File: config.mk
export PLATFORM = sky130hd
export DESIGN_NAME = hazard_ctrl
export DESIGN_NICKNAME = d
export VERILOG_FILES = /design/src/rtl/hazard_ctrl.sv
export SDC_FILE = /design/constraint.sdc
export NUM_CORES = 1
export LEC_CHECK = 0
export CAP_MARGIN = 25
export CORE_AREA = 8 8 75 109
export DETAILED_ROUTE_END_ITERATION = 8
export DIE_AREA = 0 0 83 117
export RECOVER_POWER = 25
export SYNTH_ARGS = -nofsm -noshare
export SYNTH_HDL_FRONTEND = slang
export SYNTH_SLANG_ARGS = --single-unit
File: constraint.sdc
create_clock -name clk -period 2.8 [get_ports clk]
set_input_delay 0.56 -clock clk [delete_from_list [all_inputs] [get_ports clk]]
set_output_delay 0.56 -clock clk [all_outputs]
set_load 0.05 [all_outputs]
File: src/rtl/hazard_ctrl.sv
// -----------------------------------------------------------------------------
// hazard_ctrl
//
// Stall/bubble controller for the 5-stage MIPS pipeline.
//
// A D-stage instruction is held whenever one of its source registers is still
// being produced by an older instruction in E or M, and that result will not
// be ready by the time D needs it (Tnew > Tuse). A D-stage mult/div-family
// instruction is also held while the multi-cycle mult/div unit is busy, or
// while that unit is being issued from E in the same cycle.
//
// Ports:
//   clk          clock
//   reset        synchronous, active-high reset
//   D_rs, D_rt   source register fields of the D-stage instruction
//   D_Tuse_rs/rt cycles until the source is consumed (3 = not read)
//   D_is_md      D instruction uses the mult/div unit or HI/LO
//   E_A3, E_Tnew destination register / result latency of the E instruction
//   M_A3, M_Tnew destination register / result latency of the M instruction
//   E_md_start   E issues mult/multu/div/divu this cycle
//   E_md_div     the issue is a divide (longer busy window)
//   stall        D stage held this cycle
//   pc_we        PC write enable
//   fd_we        F/D register write enable
//   de_we        D/E load enable; 0 loads a NOP bubble into D/E
//   md_busy      mult/div unit busy
//   stall_cnt    total stall cycles since reset (wraps modulo 2^32)
// -----------------------------------------------------------------------------
module hazard_ctrl #(
  parameter int MULT_CYCLES = 5,
  parameter int DIV_CYCLES  = 10,
  parameter int CNT_W       = 4
) (
  input  logic        clk,
  input  logic        reset,
  input  logic [4:0]  D_rs,
  input  logic [4:0]  D_rt,
  input  logic [1:0]  D_Tuse_rs,
  input  logic [1:0]  D_Tuse_rt,
  input  logic        D_is_md,
  input  logic [4:0]  E_A3,
  input  logic [1:0]  E_Tnew,
  input  logic [4:0]  M_A3,
  input  logic [1:0]  M_Tnew,
  input  logic        E_md_start,
  input  logic        E_md_div,
  output logic        stall,
  output logic        pc_we,
  output logic        fd_we,
  output logic        de_we,
  output logic        md_busy,
  output logic [31:0] stall_cnt
);

  localparam logic [CNT_W-1:0] MULT_LOAD = CNT_W'(MULT_CYCLES);
  localparam logic [CNT_W-1:0] DIV_LOAD  = CNT_W'(DIV_CYCLES);

  logic [CNT_W-1:0] cnt;
  logic             rs_haz;
  logic             rt_haz;
  logic             md_haz;

  // Register 0 is hardwired, so a write to it is never a real dependency.
  // Tuse=3 marks "not read"; since Tnew never exceeds 2 the compare alone
  // already rules it out.
  assign rs_haz = (D_rs != 5'd0) &&
                  (((D_rs == E_A3) && (E_Tnew > D_Tuse_rs)) ||
                   ((D_rs == M_A3) && (M_Tnew > D_Tuse_rs)));

  assign rt_haz = (D_rt != 5'd0) &&
                  (((D_rt == E_A3) && (E_Tnew > D_Tuse_rt)) ||
                   ((D_rt == M_A3) && (M_Tnew > D_Tuse_rt)));

  assign md_busy = (cnt != '0);

  // E_md_start is included so the issue cycle itself is covered, before the
  // countdown has been loaded.
  assign md_haz = D_is_md && (md_busy || E_md_start);

  assign stall = rs_haz || rt_haz || md_haz;
  assign pc_we = ~stall;
  assign fd_we = ~stall;
  assign de_we = ~stall;

  // NOTE: sequential state uses non-blocking assignments so every register
  // samples the pre-edge values, independent of statement order.
  always_ff @(posedge clk) begin
    if (reset) begin
      cnt       <= '0;
      stall_cnt <= '0;
    end else begin
      // A start while already counting cannot happen legally (md_haz holds it
      // in D) and is ignored rather than restarting the window.
      if (E_md_start && (cnt == '0)) begin
        cnt <= E_md_div ? DIV_LOAD : MULT_LOAD;
      end else if (cnt != '0) begin
        cnt <= cnt - 1'b1;
      end

      if (stall) begin
        stall_cnt <= stall_cnt + 32'd1;
      end
    end
  end

endmodule
==> impl_metrics.yaml, run 1 <==
run_status:
  status: "complete, no violations"
clock_tree:
  cts_sinks: 36
  clk_latency_ps: 280
  clk_pin_slew_ps: 70
  postCtsHoldBufs: 0
  max-clock-path-buffers: 2
  ctsRootBufferMaster: "clkbuf_8"
  htree_levels: 2
  cts_buffers: 5
  cts_tree: "yes"
global_route:
  grt_pass1_vias: 2389
  grt_antenna_before_repair: 0
  grt_max_degree: 21
  grt_overflow_total: 0
  grt_pass1_wl_mm: 11.1
  track_usage: 0.135
detailed_routing:
  wl_met1_mm: 2.50
  wirelength_mm: 6.62
  top_layer: "met4"
  drt_iter0_drc: 90
  drc_errors: 0
  wl_per_cell_um: 14.9
  num_vias: 2330
  routed-wl-met3_um: 439
  via_per_inst: 5.26
  ant_nets: 0
  wl_met2_mm: 3.47
  drt_first_pass_iters: 4
yosys:
  yosysSeqAreaShare: 0.324
  synth-compound-area-share: 0.192
  ys_top_cells_by_area: "dfxtp_1 (32%), xnor2_1 (7.5%), a21oi_1 (7.2%)"
  synth.area.mux_share: 0.0146
  ys_warn_count: 0
  synth_edf_count: 0
  synthAdderAreaFrac: 0.0619
  syn_avg_cell_area_um2: 8.24
  synth_flop_cell: "dfxtp_1"
  synth_xor_area_frac: 0.0984
  synth_seq_cells: 36
  yosysTopAreaCell: "dfxtp_1"
  ys_types: 39
  synth_simple_gate_area_frac: 0.251
  synthArstFlopShare: 0
  synth.net_count: 314
  syn_area_um2: 2220
  syn-instance-count: 270
  yosys.area.top_type_share: 0.324
  synth_top_family_by_area: "simple AND/OR/NAND/NOR gates"
sta:
  min_period_ps: 2760
  tightest_slew_ps: 535
  drv_slew: 0
  setup_violations: 0
  fmax_mhz: 362
  max_slew_margin: 0.642
  timing.final.crit_share: 0.985
  skew_ps: 4.03
  hold_viol_final: 0
power_and_ir_drop:
  p_comb_frac: 0.403
  power_density_nw_per_um2: 467
  p_sw_frac: 0.347
  ir_drop_mv: 0.250
  p_int_w: 0.00107
  clkPwrFrac: 0.243
  switchingPower_w: 0.000567
  p_leak_nw: 1.34
  p_seq_frac: 0.355
die:
  die_h_um: 117
  die_area_um2: 9710
  coreArea_um2: 6710
  ios: 70
  core.rowCount: 37
  start_util: 0.331
  fp.dieW_um: 83
setup_path:
  crit_buf_inv: 4
  slowest_delay_ps: 360
  crit_slowest_cell: "nor4_4"
  crit_type: "primary input to output port"
  startpoint: "E_Tnew[0]"
  worstSetupStartpointType: "primary input"
  r2r-start: "stall_cnt[5]"
  path_common_cell: "buf_12"
  crit_path_end_kind: "output port"
  critPathTopFamily: "simple AND/OR/NAND/NOR gates"
  path_cells: "clkdlybuf4s15_1 -> inv_2 -> ha_4 -> nand2_2 -> nand4_1 -> nor4_4 -> o22ai_4 -> and3_4 -> buf_12 -> buf_12"
  cp_max_fo: 4
  critPathRequiredTime_ps: 2240
  arrival_ps: 2200
final_layout:
  antenna_cells: 0
  final_layout_size_suffix_gt1_frac: 0.222
  fin_util: 0.521
  fillers: 622
  instances_no_fill: 443
  multi_input_area_um2: 1550
  nets: 409
  syn_to_final_growth_pct: 57.2
  register_area_um2: 721
placement:
  numPortBuffers: 69
  place_inst: 429
  dp_hpwl_mm: 5.15
  routabilityCongestion: 0.828
flow_run:
  drv_cap: 0
worst_hold_path:
  min_path_type: "flop to flop"
  worstHoldStart: "stall_cnt[24]"
## area by class of cell
type,instances,area share
Multi-Input combinational cell,205,0.442
Timing Repair Buffer,101,0.279
Sequential cell,36,0.206
Tap cell,78,0.0279
Clock buffer,7,0.0275
Inverter,16,0.0172
## sequential cells by signal (all words and copies together) (netlist names)
signal     count
cnt            4
stall_cnt     32
## cells in the final DEF, fill, tap and decap left out, types with 3 or more instances in the layout
master           netlist  routed
a211oi_1               3       3
a21oi_1               32      30
a31o_2                 4       4
and2_1                 3       3
and4_1                 5       5
buf_12                 0       6
buf_4                  2      29
clkbuf_2               0       3
clkbuf_8               0       7
clkdlybuf4s15_1        0       4
clkdlybuf4s50_1        0      23
dfxtp_1               36      36
dlygate4sd2_1          0      10
dlygate4sd3_1          0      14
dlymetal6s2s_1         0       9
ha_1                  11       3
ha_4                   0       6
inv_1                 16      11
inv_2                  0       5
nand2_1               15      13
nand3_1               11      11
nand4_1               11      11
nor2_1                13      13
nor2b_1                4       4
o21ai_0               17      14
o21ai_1                3       6
o31ai_1                4       4
or3_1                 16      16
or4_1                  6       4
xnor2_1               19      19
xor2_1                 6       5
## cells by family (layout without fill, tap and decap cells)
family	Yosys count	after routing
adder cells (fa/ha/maj)	11	11
flip-flops	36	36
buffers and inverters	29	124
multiplexers	3	3
AND/OR/NAND/NOR	95	95
AO/OA/AOI/OAI	71	71
XOR/XNOR	25	25
## per-layer routing
layer	GRT usage	vias up
li1	-	1174
met1	0.129	1065
met2	0.255	74
met3	0.0422	17
met4	0.0659	0
met5	0	-
## worst register-to-register path: cells and delay by family, from the launching register on
family | cells | cell delay, ps
AOI/OAI and AO/OA | 1 | 140
DFF | 1 | 440
and+or+nand+nor | 5 | 1640
## Yosys cell counts, types with 2 or more instances
| cell | n |
|---|---|
| a31oi_1 | 2 |
| nand2_1 | 15 |
| nor2_1 | 13 |
| ha_1 | 11 |
| a211oi_1 | 3 |
| or4_1 | 6 |
| nor4_2 | 2 |
| inv_1 | 16 |
| xnor2_1 | 19 |
| a31o_2 | 4 |
| and3_1 | 2 |
| or3_1 | 16 |
| nor2b_1 | 4 |
| o21ai_0 | 17 |
| clkbuf_1 | 5 |
| buf_4 | 2 |
| dfxtp_1 | 36 |
| a2111oi_2 | 2 |
| nand3b_1 | 2 |
| a21oi_1 | 32 |
| mux2_2 | 2 |
| nand3_1 | 11 |
| buf_2 | 5 |
| and2_1 | 3 |
| o21ai_1 | 3 |
| xor2_1 | 6 |
| and4_1 | 5 |
| o31ai_1 | 4 |
| nor3_1 | 2 |
| nand4_1 | 11 |
## path summary, 6_finish.rpt
| check | end | slack, ps | depth (start not counted) |
|---|---|---|---|
| setup reg to reg | stall_cnt[30] | 530 | 6 |
| hold reg to reg | stall_cnt[24] | 500 | 2 |
| hold / removal | stall_cnt[24] | 500 | 2 |
| setup / recovery | pc_we | 40 | 10 |
## metrics by stage
stage / total power (W) / instance area [um2] / TNS, ps / setup slack [ps] / hold slack (ps)
final: 0.00163 / 3500 / 0 / 40.8 / 503
after global routing: 0.00173 / 3500 / -159 / -52.0 / 522
after CTS: 0.00163 / 3390 / 0 / 4.77 / 512
after detailed placement: 0.00122 / 3200 / -8450 / -371 / 500
after global placement: 0.00121 / 3200 / -7330 / -329 / 491
after floorplan: 0.000953 / 2230 / 0 / 18.0 / 493
## power groups by stage
stage	logic [W]	registers (W)	clock network, W
global route	0.000710	0.000586	0.000434
global placement	0.000615	0.000592	0
CTS	0.000642	0.000580	0.000410
detailed placement	0.000624	0.000591	0
floorplan	0.000340	0.000613	0
finish	0.000658	0.000580	0.000397
## repair_timing
| item | 4_1_cts | 5_1_grt |
|---|---|---|
| resized for setup | 43 | 29 |
| setup endpoints to repair | 18 | 19 |
| pin swaps | 18 | 17 |
| endpoints found under the hold margin | 0 | 0 |
| setup buffers | 5 | 2 |
Note: power is estimated with default switching activity, not from simulation.
==> run 2: changes to the inputs <==
CORE_AREA = 2 2 69 103   (was 8 8 75 109)
DIE_AREA = 0 0 71 105   (was 0 0 83 117)
==> run 2 against run 1 <==
Compared with the run above:
- non-clock buffer count up 5
- hold slack worse by 6.8 ps
- global-route usage up 3.8 points
- final cell count rose by 0.90%
- first-iteration DRC count increased by 42%
- sequential cell count is the same
- fmax about the same
- utilization up 1.5 points
- sequential share of layout area about the same
- critical path type unchanged
- largest power group unchanged
==> impl_metrics.yaml, run 2 (synthesis gave the netlist of run 1 again) <==
run_status:
  status: "complete, no violations"
worst_hold_path:
  min_path_type: "flop to flop"
clock_tree:
  htree_levels: 2
  clk_pin_slew_ps: 70
  cts_buffers: 5
  clk_latency_ps: 290
  cts_sinks: 36
  ctsRootBufferMaster: "clkbuf_8"
  postCtsHoldBufs: 0
  max-clock-path-buffers: 2
  cts_tree: "yes"
sta:
  tightest_slew_ps: 1110
  max_slew_margin: 0.261
  fmax_mhz: 363
  skew_ps: 8.25
  hold_viol_final: 0
  finalWorstSetupSlack_ps: 43.5
  drv_slew: 0
  timing.final.crit_share: 0.984
  min_period_ps: 2760
  setup_violations: 0
  setup-tns-final_ps: 0
  rsz0062_at_grt: "no"
setup_path:
  crit_type: "primary input to output port"
  arrival_ps: 2200
  critPathRequiredTime_ps: 2240
  cp_max_fo: 5
  worstSetupStartpointType: "primary input"
  crit_path_end_kind: "output port"
global_route:
  grtUsageMet1: 0.179
  track_usage: 0.172
  grt_pass1_vias: 2305
  grt_overflow_total: 0
  grt_pass1_wl_mm: 10.4
  use_met2: 0.320
  grt-busiest-layer: "met2"
  grt.met3_usage: 0.0347
  grt_antenna_before_repair: 0
  grt_max_degree: 25
power_and_ir_drop:
  clkPwrFrac: 0.240
  p_leak_nw: 1.35
  p_seq_frac: 0.360
  ir_drop_mv: 0.240
  p_comb_frac: 0.400
  power_density_nw_per_um2: 460
  p_sw_frac: 0.356
  switchingPower_w: 0.000573
  p_int_w: 0.00104
final_layout:
  final_area_um2: 3500
  final_layout_size_suffix_gt1_frac: 0.243
  final_cell_mix: "dfxtp_1 (36), buf_4 (34), a21oi_1 (31)"
  instances_no_fill: 447
  antenna_cells: 0
  fin_util: 0.536
  top_register: "stall_cnt"
  nets: 414
  final_common_cell: "dfxtp_1"
  syn_to_final_growth_pct: 57.4
  largest_reg_flops: 32
  largest_registers: "stall_cnt: 32 flops, cnt: 4 flops"
die:
  start_util: 0.341
  coreArea_um2: 6530
  die_area_um2: 7460
  die_h_um: 105
  fp.dieW_um: 71
  ios: 70
  core.rowCount: 36
flow_run:
  drv_cap: 0
detailed_routing:
  num_vias: 2383
  wl_per_cell_um: 14.1
  wirelength_mm: 6.33
  ant_nets: 0
  drt_first_pass_iters: 4
  drt_iter0_drc: 128
  via_per_inst: 5.33
  drc_errors: 0
placement:
  routabilityCongestion: 0.918
  place_inst: 425
  place_area_um2: 3170
  dp_hpwl_mm: 4.75
  place_ws_ps: -339
  numPortBuffers: 69
## run 2: changes by cell type in the layout (fill, tap and decap cells not counted), moves of 2 or more
cell / delta
nor4_2: +2
dlygate4sd2_1: +4
xnor2_2: +3
clkinv_2: +2
buf_4: +5
clkdlybuf4s15_1: -4
xnor2_1: -3
nor4_4: -2
dlymetal6s2s_1: -3
## run 2: metal layers
layer	vias to the layer above	share of wire	wire length [um]
met3	16	0.045	283
met2	72	0.54	3410
met4	0	0.030	191
li1	1188	-	-
met5	-	0	0
met1	1107	0.39	2440
## run 2: final timing paths
kind / from / endpoint / slack, ps / depth (start not counted)
worst min register to register: stall_cnt[24] / stall_cnt[24] / 500 / 2
worst max-delay path: D_rs[2] / pc_we / 40 / 6
worst max register to register: cnt[0] / stall_cnt[23] / 430 / 9
worst min-delay path: stall_cnt[24] / stall_cnt[24] / 500 / 2
## run 2: layout make-up
type | count | area [um2]
Clock buffer | 6 | 82.6
Clock inverter | 2 | 10.0
Fill cell | 635 | 3030
Inverter | 16 | 60.1
Multi-Input combinational cell | 205 | 1540
Sequential cell | 36 | 721
Tap cell | 76 | 95.1
Timing Repair Buffer | 106 | 990
## run 2: critical path: stages
cell,delay (ps)
clkdlybuf4s50_1,420
or4_4,520
o22ai_2,180
and3_4,250
buf_12,130
buf_12,130
## run 2: repair_timing
item / in CTS / in global routing
buffers inserted: 9 / 6
gates cloned: 0 / 0
pin swaps: 20 / 13
setup endpoints to repair: 5 / 22
gates resized for setup: 47 / 23
## run 2: power by group through the flow
stage	clock network, W	registers (W)	logic, W
final	0.000386	0.000579	0.000644
after global routing	0.000417	0.000586	0.000697
after CTS	0.000395	0.000580	0.000629
after detailed placement	0	0.000592	0.000601
after global placement	0	0.000590	0.000591
after floorplan	0	0.000613	0.000340
## run 2: through the flow
| step | hold slack (ps) | total power [W] |
|---|---|---|
| 2_1_floorplan | 493 | 0.000953 |
| 3_5_place_dp | 493 | 0.00119 |
| 3_3_place_gp | 480 | 0.00118 |
| 4_1_cts | 504 | 0.00160 |
| 6_report | 497 | 0.00161 |
| 5_1_grt | 513 | 0.00170 |
==> RTL edit 1, RTL diff (settings of run 2) <==
Put one more register stage on the output `stall_cnt`, with the module's reset. The value now appears one clock later. The other outputs are not delayed to match. Comments in the files are not updated.
--- a/src/rtl/hazard_ctrl.sv
+++ b/src/rtl/hazard_ctrl.sv
@@ -56,4 +56,6 @@
   localparam logic [CNT_W-1:0] DIV_LOAD  = CNT_W'(DIV_CYCLES);
 
+  logic [31:0] stall_cnt_s0;
+
   logic [CNT_W-1:0] cnt;
   logic             rs_haz;
@@ -88,5 +90,5 @@
     if (reset) begin
       cnt       <= '0;
-      stall_cnt <= '0;
+      stall_cnt_s0 <= '0;
     end else begin
       // A start while already counting cannot happen legally (md_haz holds it
@@ -99,8 +101,16 @@
 
       if (stall) begin
-        stall_cnt <= stall_cnt + 32'd1;
+        stall_cnt_s0 <= stall_cnt_s0 + 32'd1;
       end
     end
   end
 
+  always_ff @(posedge clk) begin
+    if (reset) begin
+      stall_cnt <= '0;
+    end else begin
+      stall_cnt <= stall_cnt_s0;
+    end
+  end
+
 endmodule
Formal check against the unedited RTL: not equivalent (Yosys sat finds a counterexample within 4 cycles, from zero or initial values and one cycle with reset high).
==> RTL edit 1 against run 2 <==
- total power increased by 52%
- worst hold slack got worse by 0.011 ns
- sequential cell count increased by 32
- wire length increased by 20%
- setup slack improved by 0.0073 ns
- synthesized area increased by 49%
- cell area increased by 32%
- critical path type unchanged
- combinational power increased by 1%
==> RTL edit 1: results (changes against run 2) <==
| Metric | Value |
|---|---|
| Status | finished clean |
| Fill count | 512 (-19%) |
| DRT iter0 DRCs | 70 (-45%) |
| Syn Nets | 390 (+24%) |
| Largest net degree at the start of global routing | 70 (+180%) |
| Initial antenna violation count | 0 (unchanged) |
| Drt wl/cell | 14.7 um (+4.2%) |
| H-tree depth | 3 (+1) |
| Max Clock Skew | 0.00849 ns (+0.000233 ns) |
| Vias in the first global route | 2761 (+20%) |
| Mux cell area share after synthesis | 10.0% (+8.6 points) |
| IO buf count | 69 (unchanged) |
| Clk buf depth | 2 (unchanged) |
| Pre-CTS setup slack | -0.382 ns (-0.0433 ns) |
| Synth Area in Compound Gates | 12.7% (-6.5 points) |
| Critical path arrival | 2.19 ns |
| Biggest regs | stall_cnt x32, stall_cnt_s0 x32, cnt x4 |
| Worst-Skew Late Latency | 0.34 ns (+0.05 ns) |
| Hpwl dp | 5340 um (+12%) |
| Cell Area, Placed | 0.00422 mm2 (+33%) |
| Ys flop type | dfxtp_1 |
| Final #Nets | 477 (+15%) |
| Syn avg cell area | 9.61 um2 (+17%) |
| Area of the multi-input gates | 0.00200 mm2 (+30%) |
| Pleak | 0.00187 uW (+39%) |
| TritonCTS Buffers | 9 (+4) |
| Antenna Cells | 0 (unchanged) |
| Fraction of layout cells with a size suffix above 1 | 22.9% (-1.4 points) |
| Clock slew at reported path FFs | 0.07 ns (about the same) |
| Synth Area in Adders | 4.14% (-2.0 points) |
| Placed cells | 494 (+16%) |
| Post-synth top cells | 68 x dfxtp_1, 38 x nor2_1, 32 x nor2b_1 |
| DR pass1 iterations | 4 (unchanged) |
| Top area cells in the synthesized netlist | dfxtp_1 41%, mux2_1 6.4%, nor2b_1 6.0% |
| Crit path max fanout | 5 (unchanged) |
| HP Class | flip-flop to flip-flop |
| Max cap viols | 0 (unchanged) |
| Total vias in the final route | 2722 (+14%) |
| Overflow left after global routing | 0 (unchanged) |
| Xor/xnor share of the synthesized area | 5.53% (-4.3 points) |
| Yosys warning count | 0 (unchanged) |
| Rel. slew slack | 16.3% (-9.8 points) |
| Final wirelength | 7560 um (+20%) |
| Sequential area share after synthesis | 40.9% (+8.6 points) |
| Max VDD drop | 423 uV (+76%) |
| Count of cell types in the netlist | 44 (+13%) |
| First-pass GRT wire length | 12400 um (+19%) |
| Gp weighted congestion | 0.900 (-2.0%) |
| Post-synth ARST share | 0% (unchanged) |
| Total track usage | 20.9% (+3.7 points) |
| CTS root buf | clkbuf_8 |
[RTL edit 1: cell count changes after synthesis, moves of 5 or more]
cell / before / now
o21ai_0: 17 / 4
mux2_1: 0 / 19
or4_1: 6 / 1
mux2_2: 2 / 8
dfxtp_1: 36 / 68
a21oi_1: 32 / 22
or3_1: 16 / 1
a211oi_2: 0 / 12
nor2_1: 13 / 38
nor2b_1: 4 / 32
[RTL edit 1: final cells by class]
| type | instances | area share [%] |
|---|---|---|
| multi-input cells | 247 | 43.2 |
| inverters | 13 | 1.05 |
| clock inverters | 2 | 0.757 |
| repair buffers | 94 | 20.3 |
| clock buffers | 13 | 3.22 |
| flip-flops and latches | 68 | 29.4 |
| well taps | 76 | 2.05 |
[RTL edit 1: metal layers]
| layer | wire length [um] | vias up | global-route usage [%] |
|---|---|---|---|
| met5 | 0 | - | 0 |
| met4 | 150 | 0 | 7.68 |
| met3 | 343 | 11 | 5.30 |
| met2 | 3970 | 58 | 37.0 |
| met1 | 3100 | 1281 | 23.7 |
| li1 | - | 1372 | - |
[RTL edit 1: power by group]
part	internal, uW	total, uW	switching [uW]	leakage, uW
sequential	1000	1030	25.3	0.000549
combinational	279	651	372	0.00123
clock	430	769	339	0.0000935
total	1710	2450	736	0.00187
[RTL edit 1: worst max-delay path, stage by stage]
cell and delay (ns):
clkdlybuf4s15_1 0.18, inv_2 0.10, ha_4 0.21, nor2b_4 0.12, o211ai_1 0.18, o22a_1 0.25, o21ai_2 0.11, nor2_4 0.25
inv_2 0.08, buf_12 0.15
[RTL edit 1: path summary, 6_finish.rpt]
| check | start | to | slack, ns | cells past startpoint |
|---|---|---|---|---|
| max | D_Tuse_rs[1] | stall | 0.05 | 10 |
| min | stall_cnt_s0[0] | stall_cnt[0] | 0.49 | 2 |
| min reg2reg | stall_cnt_s0[0] | stall_cnt[0] | 0.49 | 2 |
| max reg2reg | cnt[1] | stall_cnt_s0[27] | 0.58 | 8 |
[RTL edit 1: kinds of logic after synthesis]
group,count (synthesis)
compound gates,53
mux,29
buf+inv,31
flops,68
simple gates,133
fa+ha+maj,11
xor+xnor,21
[RTL edit 1: what timing repair did]
action,CTS,global route
hold buffers,0,0
buffers inserted,4,0
setup endpoints to repair,5,4
gates cloned,0,0
pin swaps,15,8
gates resized for setup,33,29
[RTL edit 1: per-stage QoR]
stage / TNS [ns] / total power (uW)
2_1_floorplan: 0 / 1430
3_3_place_gp: -8.85 / 1650
3_5_place_dp: -9.19 / 1660
4_1_cts: 0 / 2450
5_1_grt: -0.00591 / 2570
6_report: 0 / 2450
==> RTL edit 2, RTL diff (settings of run 2) <==
Made on the original files. `CNT_W`: 4 -> 5.
--- a/src/rtl/hazard_ctrl.sv
+++ b/src/rtl/hazard_ctrl.sv
@@ -30,5 +30,5 @@
   parameter int MULT_CYCLES = 5,
   parameter int DIV_CYCLES  = 10,
-  parameter int CNT_W       = 4
+  parameter int CNT_W       = 5
 ) (
   input  logic        clk,
Function: no difference found for any inputs over 10 cycles, from zero or initial values and one cycle with reset high; that may be too few to reach the edited logic, so the function may still have changed.
==> RTL edit 2 against run 2 <==
- wire length rose by 4.0%
- total power rose by 0.57%
- synthesized area grew 6.5%
- cell area up 5.9%
- non-clock buffer count stayed put
- setup slack improved by 0.018 ns
- die area unchanged
- global-route usage is 1.1 points higher
- count of clock-buffer cells in the layout fell by 1
- sequential cell count rose by 1
- largest power group unchanged
==> RTL edit 2: results (changes against run 2) <==
| Metric | Value |
|---|---|
| Seq Cell Count | 37 (+2.8%) |
| IO buf count | 69 (unchanged) |
| Non-Clock Buffer Area Fraction | 26.1% (-2.2 points) |
| Seq area share | 20.0% (-0.60 points) |
| Placed cells | 441 (+3.8%) |
| Final wirelength | 6580 um (+4.0%) |
| Crit path max fanout | 3 (-2) |
| Top delay family on crit path | simple AND/OR/NAND/NOR gates |
| Clock-cell share of area | 2.33% (-0.32 points) |
| Yosys warning count | 0 (unchanged) |
| Critical path arrival | 2.18 ns (-0.02 ns) |
| Antenna Cells | 0 (unchanged) |
| Drt wl/cell | 14.5 um (+2.2%) |
| Count of cell types in the netlist | 55 (+41%) |
| Postcts setup bufs | 5 (-4) |
| Pleak | 0.00143 uW (+5.6%) |
| First-pass GRT wire length | 11000 um (+6.2%) |
| Area of the multi-input gates | 0.00175 mm2 (+14%) |
| Clk buf depth | 2 (unchanged) |
| Largest net degree at the start of global routing | 17 (-32%) |
| Final setup viols | 0 (unchanged) |
| Hpwl dp | 5070 um (+6.7%) |
| DRT iter0 DRCs | 89 (-30%) |
| Vias in the first global route | 2434 (+5.6%) |
| DR pass1 iterations | 4 (unchanged) |
| Cts repair resizes | 57 (+21%) |
| H-tree depth | 2 (unchanged) |
| CLK BUF | 5 (-1) |
| Detail Route met3 WL | 266 um (-6.0%) |
| Inverters | 17 (+1) |
| Highest routed layer | met4 |
| Sequential area share after synthesis | 31.3% (-1.1 points) |
| Post-synth ARST share | 0% (unchanged) |
| Worst Tran Pin Value | 0.597 ns (-0.511 ns) |
| Gp weighted congestion | 0.781 (-15%) |
| Vias per cell | 5.25 (-1.5%) |
| Post-synth top cells | 37 x dfxtp_1, 26 x a21oi_1, 23 x xnor2_1 |
| Max FFs per register | 32 (unchanged) |
| Signal buffers | 106 (unchanged) |
| Total track usage | 18.4% (+1.1 points) |
| Largest stage delay, worst path | 0.57 ns (+0.05 ns) |
| Status | finished clean |
| Max Clock Skew | 0.00935 ns (+0.00109 ns) |
| Syn avg cell area | 8.64 um2 (+4.9%) |
| Fill count | 603 (-5.0%) |
| Fraction of layout cells with a size suffix above 1 | 28.8% (+4.5 points) |
| Multi-input gate count | 211 (+2.9%) |
| TritonCTS Buffers | 5 (unchanged) |
| Syn Nets | 317 (+0.96%) |
| M1 WL | 2520 um (+3.2%) |
| DR WL met2 | 3660 um (+7.5%) |
| Biggest regs | stall_cnt x32, cnt x5 |
| Final #Nets | 421 (+1.7%) |
| Max VDD drop | 216 uV (-10%) |
| Top area cells in the synthesized netlist | dfxtp_1 31%, xnor2_1 8.5%, a21oi_1 5.5% |
RTL edit 2: changes by cell type in the layout (fill, tap and decap cells not counted), sizes merged, moves of 4 or more:
cell / run 2 / this run
nand2: 15 / 21
or3: 16 / 8
a21oi: 32 / 26
a31o: 4 / 0
xnor2: 19 / 23
o21ai: 20 / 16
dlygate4sd2: 14 / 9
a31oi: 2 / 6
nand4: 12 / 6
RTL edit 2: metrics by stage:
| step | instance area [um2] | setup WS, ns |
|---|---|---|
| 3_5_place_dp | 3370 | -0.444 |
| 4_1_cts | 3630 | 0.00606 |
| 6_report | 3710 | 0.0618 |
| 5_1_grt | 3710 | 0.00105 |
| 2_1_floorplan | 2390 | 0.0111 |
| 3_3_place_gp | 3370 | -0.416 |
RTL edit 2: metal layers:
metal,up-vias,track usage (%)
met2,61,34.9
met1,1115,19.7
met3,9,2.70
met5,-,0
li1,1204,-
met4,0,7.14
RTL edit 2: power by group:
part	total [uW]	switching, uW	internal (uW)
sequential	587	27.0	560
clock	371	199	172
combinational	660	374	286
RTL edit 2: worst paths after layout:
kind	start	end	slack (ns)	cells past startpoint
worst min register to register	cnt[4]	cnt[4]	0.44	2
worst min-delay path	cnt[4]	cnt[4]	0.44	2
worst max-delay path	D_rs[2]	de_we	0.06	6
worst max register to register	cnt[0]	stall_cnt[14]	0.54	9
RTL edit 2: kinds of logic (layout without fill, tap and decap cells):
family,Yosys count,after routing,synth area share (%)
AO/OA/AOI/OAI,70,70,20.9
adder cells (fa/ha/maj),10,10,5.28
flip-flops,37,37,31.3
multiplexers,3,3,1.43
AND/OR/NAND/NOR,98,98,24.7
buffers and inverters,26,131,5.39
XOR/XNOR,30,30,11.1
